[src/rtl/if_pkg.sv]
// Shared IF-stage definitions: fetch FSM states,
// well-known instruction words and the PC increment.
package if_pkg;

  typedef enum logic [1:0] {
    S_IDLE  = 2'd0,
    S_FETCH = 2'd1,
    S_HALT  = 2'd2
  } fetch_state_e;

  localparam logic [31:0] INSTR_NOP  = 32'h0000_0013;
  localparam logic [31:0] INSTR_HALT = 32'h0000_0000;
  localparam logic [31:0] PC_STEP    = 32'd4;

endpackage

[src/rtl/if_fetch_ctrl.sv]
// IF fetch sequencer: owns the PC, drives the imem address and
// registers the returned word into the IF/ID slot (valid/ready).
// Ports: clk, reset (async high), start, imem_addr/imem_instr,
// if_valid/if_pc/if_instr with id_ready, redirect_valid/redirect_pc,
// halted, fetch_count.
module if_fetch_ctrl
  import if_pkg::*;
#(
  parameter logic [31:0] RESET_PC     = 32'h0000_0000,
  parameter bit          HALT_ON_ZERO = 1'b1
) (
  input  logic        clk,
  input  logic        reset,
  input  logic        start,
  output logic [31:0] imem_addr,
  input  logic [31:0] imem_instr,
  output logic        if_valid,
  output logic [31:0] if_pc,
  output logic [31:0] if_instr,
  input  logic        id_ready,
  input  logic        redirect_valid,
  input  logic [31:0] redirect_pc,
  output logic        halted,
  output logic [15:0] fetch_count
);

  fetch_state_e state_q, state_d;
  logic [31:0]  pc_q, pc_d;
  logic         valid_q, valid_d;
  logic [31:0]  spc_q, spc_d;
  logic [31:0]  sins_q, sins_d;
  logic [15:0]  cnt_q, cnt_d;

  logic        hs;
  logic        slot_free;
  logic        halt_word;
  logic [31:0] tgt;

  assign hs        = valid_q & id_ready;
  assign slot_free = ~valid_q | id_ready;
  assign halt_word = HALT_ON_ZERO && (imem_instr == INSTR_HALT);
  assign tgt       = {redirect_pc[31:2], 2'b00};

  always_comb begin
    state_d = state_q;
    pc_d    = pc_q;
    valid_d = valid_q;
    spc_d   = spc_q;
    sins_d  = sins_q;
    cnt_d   = hs ? cnt_q + 16'd1 : cnt_q;
    unique case (state_q)
      S_IDLE: begin
        if (start) state_d = S_FETCH;
        if (redirect_valid) pc_d = tgt;
        if (hs) valid_d = 1'b0;
      end
      S_FETCH: begin
        if (redirect_valid) begin
          // redirect flushes the slot even if ID is stalled
          pc_d    = tgt;
          valid_d = 1'b0;
        end else if (slot_free) begin
          if (halt_word) begin
            // slot_free implies any held word was consumed
            state_d = S_HALT;
            valid_d = 1'b0;
          end else begin
            spc_d   = pc_q;
            sins_d  = imem_instr;
            valid_d = 1'b1;
            pc_d    = pc_q + PC_STEP;
          end
        end else if (hs) begin
          valid_d = 1'b0;
        end
      end
      S_HALT: begin
        if (hs) valid_d = 1'b0;
      end
      default: state_d = S_IDLE;
    endcase
  end

  always_ff @(posedge clk or posedge reset) begin
    if (reset) begin
      state_q <= S_IDLE;
      pc_q    <= RESET_PC;
      valid_q <= 1'b0;
      spc_q   <= 32'h0;
      sins_q  <= 32'h0;
      cnt_q   <= 16'h0;
    end else begin
      state_q <= state_d;
      pc_q    <= pc_d;
      valid_q <= valid_d;
      spc_q   <= spc_d;
      sins_q  <= sins_d;
      cnt_q   <= cnt_d;
    end
  end

  assign imem_addr   = pc_q;
  assign if_valid    = valid_q;
  assign if_pc       = spc_q;
  assign if_instr    = sins_q;
  assign halted      = (state_q == S_HALT);
  assign fetch_count = cnt_q;

endmodule

[config.mk]
export PLATFORM = sky130hd
export DESIGN_NAME = if_fetch_ctrl
export DESIGN_NICKNAME = d
export VERILOG_FILES = /design/src/rtl/if_pkg.sv /design/src/rtl/if_fetch_ctrl.sv
export SDC_FILE = /design/constraint.sdc
export NUM_CORES = 1
export LEC_CHECK = 0
export BUFFER_PORTS_ARGS = -buffer_cell sky130_fd_sc_hd__buf_2
export CAP_MARGIN = 20
export CORE_MARGIN = 4
export CORE_UTILIZATION = 42
export DETAILED_ROUTE_END_ITERATION = 7
export MAX_ROUTING_LAYER = met4
export PLACE_DENSITY = 0.73
export SLEW_MARGIN = 5
export SYNTH_ARGS = -nofsm -noshare
export SYNTH_HDL_FRONTEND = slang
export SYNTH_SLANG_ARGS = --single-unit
[constraint.sdc]
create_clock -name clk -period 8.2 [get_ports clk]
set_input_delay 1.23 -clock clk [delete_from_list [all_inputs] [get_ports clk]]
set_output_delay 1.23 -clock clk [all_outputs]
set_load 0.005 [all_outputs]
==> results.json, run 1 <==
{
  "outcome": "finished clean",
  "drive_gt1_share_pct": 40.0,
  "placedInstanceArea_mm2": 0.00627,
  "slew_violations": 0,
  "ys_seq_area_share_pct": 52.8,
  "cts.sinks": 111,
  "cts-root-buf": "clkbuf_16",
  "synth_top_area_cell": "dfrtp_1",
  "setup_violations": 0,
  "cts_tree": "done",
  "critPathSlowestCell": "and2_1",
  "crit_path_max_fanout": 31,
  "utilization_pct": 54.3,
  "yosysMostFrequentCell": "dfrtp_1",
  "synth_edf_count": 0,
  "fin_setup_tns_ns": 0,
  "drv_cap": 0,
  "ctsResizeCount": 0,
  "period_minus_slack_ns": 3.41,
  "gp_congestion": 0.793,
  "avgSynthCellArea_um2": 11.5,
  "vias_per_cell": 5.56,
  "portBuffers": 176,
  "multi_input_area_mm2": 0.00236,
  "p_total_mw": 1.45,
  "numCtsBuffers": 9,
  "syn_inst": 456,
  "synth.area.top_cells": "dfrtp_1 53%, mux2_2 9.2%, mux2_1 4.3%",
  "layout.nets": 694,
  "drtIter0Drc": 268,
  "ys.flop_type": "dfrtp_1",
  "worstHoldPathCells": 1,
  "dpl.hpwl_um": 9910,
  "synth_top_area_share_pct": 52.8,
  "critical_path_arrival_ns": 3.60,
  "fin_area_mm2": 0.00658,
  "drt-pass1-iter-count": 5,
  "drtAntennaViolNets": 0,
  "crit_type": "input port to register",
  "wl_per_cell_um": 17.7,
  "n_fill_cell": 1104,
  "grt_pass1_vias": 4451,
  "num_rows": 40,
  "dp.cells": 779,
  "syn_to_final_growth_pct": 25.1,
  "finalClockSkew_ns": 0.00560,
  "synth_seq_cells": 111,
  "grt_pass1_wl_um": 22800,
  "die-area_mm2": 0.0144,
  "crit_path_start_kind": "input port",
  "ys_warn_count": 0,
  "endpoint_kind": "register",
  "htree_levels": 3,
  "num_vias": 4437,
  "period_share_pct": 41.6,
  "path_clk_slew_ns": 0.07,
  "crit_family": "simple AND/OR/NAND/NOR gates",
  "cts-hold-fix-buffers": 0,
  "grt_setup_unrepaired": "no",
  "drc": 0,
  "grt_usage_pct": 20.3,
  "worstRegToRegCells": 4,
  "overflow": 0,
  "synthTopCellsByCount": "111 x dfrtp_1, 43 x mux2_2, 29 x nor2_1, 27 x nand2_1, 21 x a21oi_1",
  "yosysUniqueCellTypes": 58,
  "postCtsSetupBuffers": 0,
  "relSlewSlack_pct": 40.1,
  "hold_violations": 0,
  "p_leak_nw": 2.98,
  "die_y_um": 120,
  "min_path_type": "register to register",
  "die_x_um": 120,
  "p_per_area_mw_per_mm2": 220,
  "io_pins": 183,
  "slowest_delay_ns": 0.72,
  "max_freq_mhz": 293,
  "routed_wl_um": 14100,
  "path_cells": "buf_2 > nor4_1 > nand4_1 > o2111ai_2 > buf_4 > and2_1 > o21ai_0",
  "peakVddDrop_uv": 132,
  "crit_cells": 7,
  "crit_required_ns": 8.39,
  "synth_area_mm2": 0.00526,
  "grt_start_max_net_pins": 82,
  "start_util_pct": 43.4,
  "path_buf_inv": 2,
  "worst_slew_pin_slew_ns": 0.897,
  "clock_latency_ns": 0.35,
  "ff_latch_area_mm2": 0.00278,
  "synthArstFlopShare_pct": 100,
  "antenna_found_initial": 2,
  "clockBufferDepth": 2,
  "instances_no_fill": 798,
  "fp.coreArea_mm2": 0.0121
}
[state kept, by name, summed over array words and instances (netlist names)]
name / count
fetch_count: 16
if_instr: 32
if_pc: 30
if_valid: 1
imem_addr: 30
state_q: 2
[worst reg2reg max path, delay by kind of cell (launching register included)]
kind	cells	cell delay, ns
DFF	1	0.49
AOI/OAI and AO/OA	1	0.24
buffers and inverters	1	0.16
and+or+nand+nor	2	1.47
[per-layer routing]
metal / global-route usage [%] / wire length [um] / share of wire, % / vias to the layer above
li1: - / - / - / 2044
met1: 25.9 / 6000 / 42 / 2164
met2: 32.5 / 6800 / 48 / 202
met3: 3.68 / 1010 / 7.1 / 27
met4: 8.02 / 318 / 2.3 / 0
met5: - / 0 / 0 / -
[final timing paths]
kind | from | end | slack, ns
worst max-delay path | imem_instr[16] | imem_addr[14] | 4.79
worst min-delay path | fetch_count[15] | fetch_count[15] | 0.48
worst max register to register | state_q[1] | imem_addr[14] | 5.67
worst min register to register | fetch_count[15] | fetch_count[15] | 0.48
max in group asynchronous | reset | if_instr[9] | 6.22
min in group asynchronous | reset | fetch_count[10] | 0.86
[cell type report]
| type | count | share of cell area (%) |
|---|---|---|
| multi-input cells | 315 | 35.9 |
| clock buffers | 13 | 3.96 |
| diodes | 2 | 0.0761 |
| inverters | 6 | 0.380 |
| clock inverters | 3 | 0.266 |
| flip-flops and latches | 111 | 42.2 |
| well taps | 168 | 3.20 |
| repair buffers | 180 | 14.0 |
[placed cells by master (no fill, tap or decap), types with 3 or more instances in the layout]
cell	synthesis	routed
a21oi_1	21	21
a221oi_1	3	3
a22oi_1	5	5
a2bb2oi_1	4	4
a31oi_1	12	12
and2_1	4	4
and3_1	9	9
and4_1	4	4
buf_2	10	176
buf_4	4	3
clkbuf_16	0	9
conb_1	1	4
dfrtp_1	111	111
inv_1	6	5
mux2_1	20	20
mux2_2	43	43
nand2_1	27	27
nand3_1	11	11
nand4_1	16	16
nor2_1	29	29
nor3_1	7	7
nor4_1	9	9
o211ai_1	5	5
o21ai_0	9	9
o22a_1	11	11
o22ai_1	6	6
o2bb2a_1	4	4
o32a_1	3	3
xnor2_1	11	11
xor2_1	4	4
[power by group]
group	internal, mW	switching, mW	leakage (nW)
Sequential	0.639	0.0842	1.30
Combinational	0.164	0.144	1.54
Clock	0.222	0.194	0.136
Total	1.02	0.422	2.98
[cell families after synthesis]
logic type	after synthesis	share of synthesized area, %
compound gates	98	13.3
xor+xnor	15	2.50
fa+ha+maj	2	0.476
buf+inv	33	2.88
flops	111	52.8
mux	64	13.7
other cells	1	0.0713
simple gates	132	14.2
[per-stage QoR]
| step | setup WS (ns) | hold slack, ns |
|---|---|---|
| floorplan | 4.04 | 0.465 |
| global placement | 4.45 | 0.467 |
| detailed placement | 4.35 | 0.480 |
| CTS | 4.73 | 0.489 |
| global route | 4.61 | 0.490 |
| finish | 4.79 | 0.479 |
(Power assumes the default switching activity.)
==> run 2, diff against run 1 <==
- ABC_AREA: unset -> 1
- PLACE_DENSITY: 0.73 -> 0.71
- clock period: 8.2 -> 3.6 ns (I/O delays scaled with it)
==> results.json, run 2 <==
{
  "numCtsBuffers": 9,
  "overflow": 0,
  "syn_to_final_growth_pct": 19.0,
  "synth_top_family_by_area": "simple AND/OR/NAND/NOR gates",
  "synth_top_area_share_pct": 44.3,
  "final_cell_mix": "217 x nand2_1, 176 x buf_2, 111 x dfrtp_1",
  "p_total_mw": 3.33,
  "hold_violations": 0,
  "postCtsSetupBuffers": 0,
  "path_clk_slew_ns": 0.07,
  "antenna_found_initial": 0,
  "vias_per_cell": 4.80,
  "slew_violations": 0,
  "avgSynthCellArea_um2": 8.17,
  "yosysMostFrequentCell": "nand2_1",
  "die_x_um": 130,
  "synth_xor_area_share_pct": 3.50,
  "ff_latch_area_mm2": 0.00278,
  "grt_setup_unrepaired": "no",
  "ys_seq_area_share_pct": 44.3,
  "synth-compound-area-share_pct": 11.3,
  "num_rows": 44,
  "cts.sinks": 111,
  "crit_path_start_kind": "input port",
  "outcome": "finished clean",
  "num_vias": 5375,
  "worst_slew_pin_slew_ns": 0.792,
  "finalClockSkew_ns": 0.00739,
  "cts_tree": "done",
  "gp_congestion": 0.881,
  "ctsResizeCount": 0,
  "instances_no_fill": 1120,
  "final_common_cell": "nand2_1",
  "placedInstanceArea_mm2": 0.00717,
  "n_fill_cell": 1398,
  "pre_cts_ws_ns": 1.24,
  "clock_latency_ns": 0.35,
  "max_freq_mhz": 509,
  "drc": 0,
  "synth_area_mm2": 0.00626,
  "critical_path_arrival_ns": 2.25,
  "clockBufferDepth": 2,
  "wl_per_cell_um": 14.1,
  "period_share_pct": 54.5,
  "synth.area.top_cells": "dfrtp_1 44%, nand2_1 13%, o21ai_2 8.9%",
  "drv_cap": 0,
  "routed_wl_um": 15800,
  "multi_input_area_mm2": 0.00288,
  "ys_warn_count": 0,
  "grt_pass1_vias": 4930,
  "htree_levels": 3,
  "num_antenna_cells": 0,
  "portBuffers": 176,
  "ys.flop_type": "dfrtp_1",
  "synth_simple_gate_area_share_pct": 30.5,
  "crit_path_max_fanout": 36,
  "synth_top_area_cell": "dfrtp_1",
  "setup_violations": 0,
  "synth_seq_cells": 111,
  "p_per_area_mw_per_mm2": 447,
  "io_pins": 183,
  "drtAntennaViolNets": 0,
  "dpl.hpwl_um": 11900,
  "die-area_mm2": 0.0169,
  "synthTopCellsByCount": "217 x nand2_1, 111 x dfrtp_1, 84 x inv_1, 67 x nor2_1, 64 x o21ai_2",
  "period_minus_slack_ns": 1.96,
  "peakVddDrop_uv": 277,
  "fin_area_mm2": 0.00745,
  "endpoint_kind": "register",
  "fin_setup_tns_ns": 0,
  "die_y_um": 130,
  "min_path_type": "input port to async pin",
  "grt_usage_pct": 19.3,
  "drt-pass1-iter-count": 5,
  "grt_pass1_wl_um": 25000,
  "drtIter0Drc": 424,
  "fin_ws_ns": 1.64,
  "cts-hold-fix-buffers": 0,
  "start_util_pct": 42.9,
  "yosysUniqueCellTypes": 34,
  "dp.cells": 1107,
  "muxShareOfSynthArea_pct": 0,
  "fp.coreArea_mm2": 0.0146,
  "relSlewSlack_pct": 47.2,
  "crit_required_ns": 3.88,
  "synth_fa_ha_area_share_pct": 0.400,
  "grt_start_max_net_pins": 62,
  "synthArstFlopShare_pct": 100,
  "drive_gt1_share_pct": 36.4,
  "syn_inst": 767,
  "synth_edf_count": 0,
  "cts-root-buf": "clkbuf_16",
  "largest_reg_flops": 32,
  "crit_type": "input port to register",
  "layout.nets": 1005,
  "p_leak_nw": 3.96
}
-- run 2: logic make-up after synthesis --
| group | Yosys count |
|---|---|
| AO/OA/AOI/OAI | 92 |
| other | 1 |
| AND/OR/NAND/NOR | 421 |
| flip-flops | 111 |
| buffers and inverters | 115 |
| XOR/XNOR | 25 |
| adder cells (fa/ha/maj) | 2 |
-- run 2: critical path, stage by stage --
cell	delay (ns)
buf_2	0.10
nor2_1	0.10
nand2_1	0.08
nor2_2	0.19
nand4_4	0.17
nand3_4	0.46
buf_4	0.41
nand2_1	0.11
o21ai_2	0.07
-- run 2: final timing paths --
check	slack (ns)	start	end	depth (start not counted)
min in group clk	0.43	imem_instr[3]	if_instr[3]	3
max in group asynchronous	2.53	reset	if_instr[7]	3
hold / removal	0.33	reset	if_pc[28]	2
setup / recovery	1.64	imem_instr[6]	if_instr[10]	9
hold reg to reg	0.48	if_instr[3]	if_instr[3]	2
setup reg to reg	1.65	state_q[1]	if_instr[10]	7
-- run 2: where the power goes --
part	switching (mW)	internal, mW
Sequential	0.176	1.42
Clock	0.446	0.549
Combinational	0.421	0.322
Total	1.04	2.29
-- run 2: per-layer routing --
metal	share of wire, %	global-route usage, %	vias up
met5	0	-	-
met4	1.8	6.78	0
met3	5.4	2.46	20
met2	46	29.4	169
met1	46	26.7	2475
li1	-	-	2711
-- run 2: final cells by class --
class	instances	area share [%]
Timing Repair Buffer	182	12.8
Clock inverter	3	0.621
Clock buffer	10	3.21
Tap cell	184	3.09
Sequential cell	111	37.3
Multi-Input combinational cell	544	38.6
Inverter	86	4.40
-- run 2: through the flow --
step | util [%] | hold slack, ns
2_1_floorplan | - | 0.476
3_3_place_gp | 49.1 | 0.462
3_5_place_dp | 49.1 | 0.464
4_1_cts | 51.1 | 0.360
5_1_grt | 51.1 | 0.394
6_report | 51.1 | 0.330
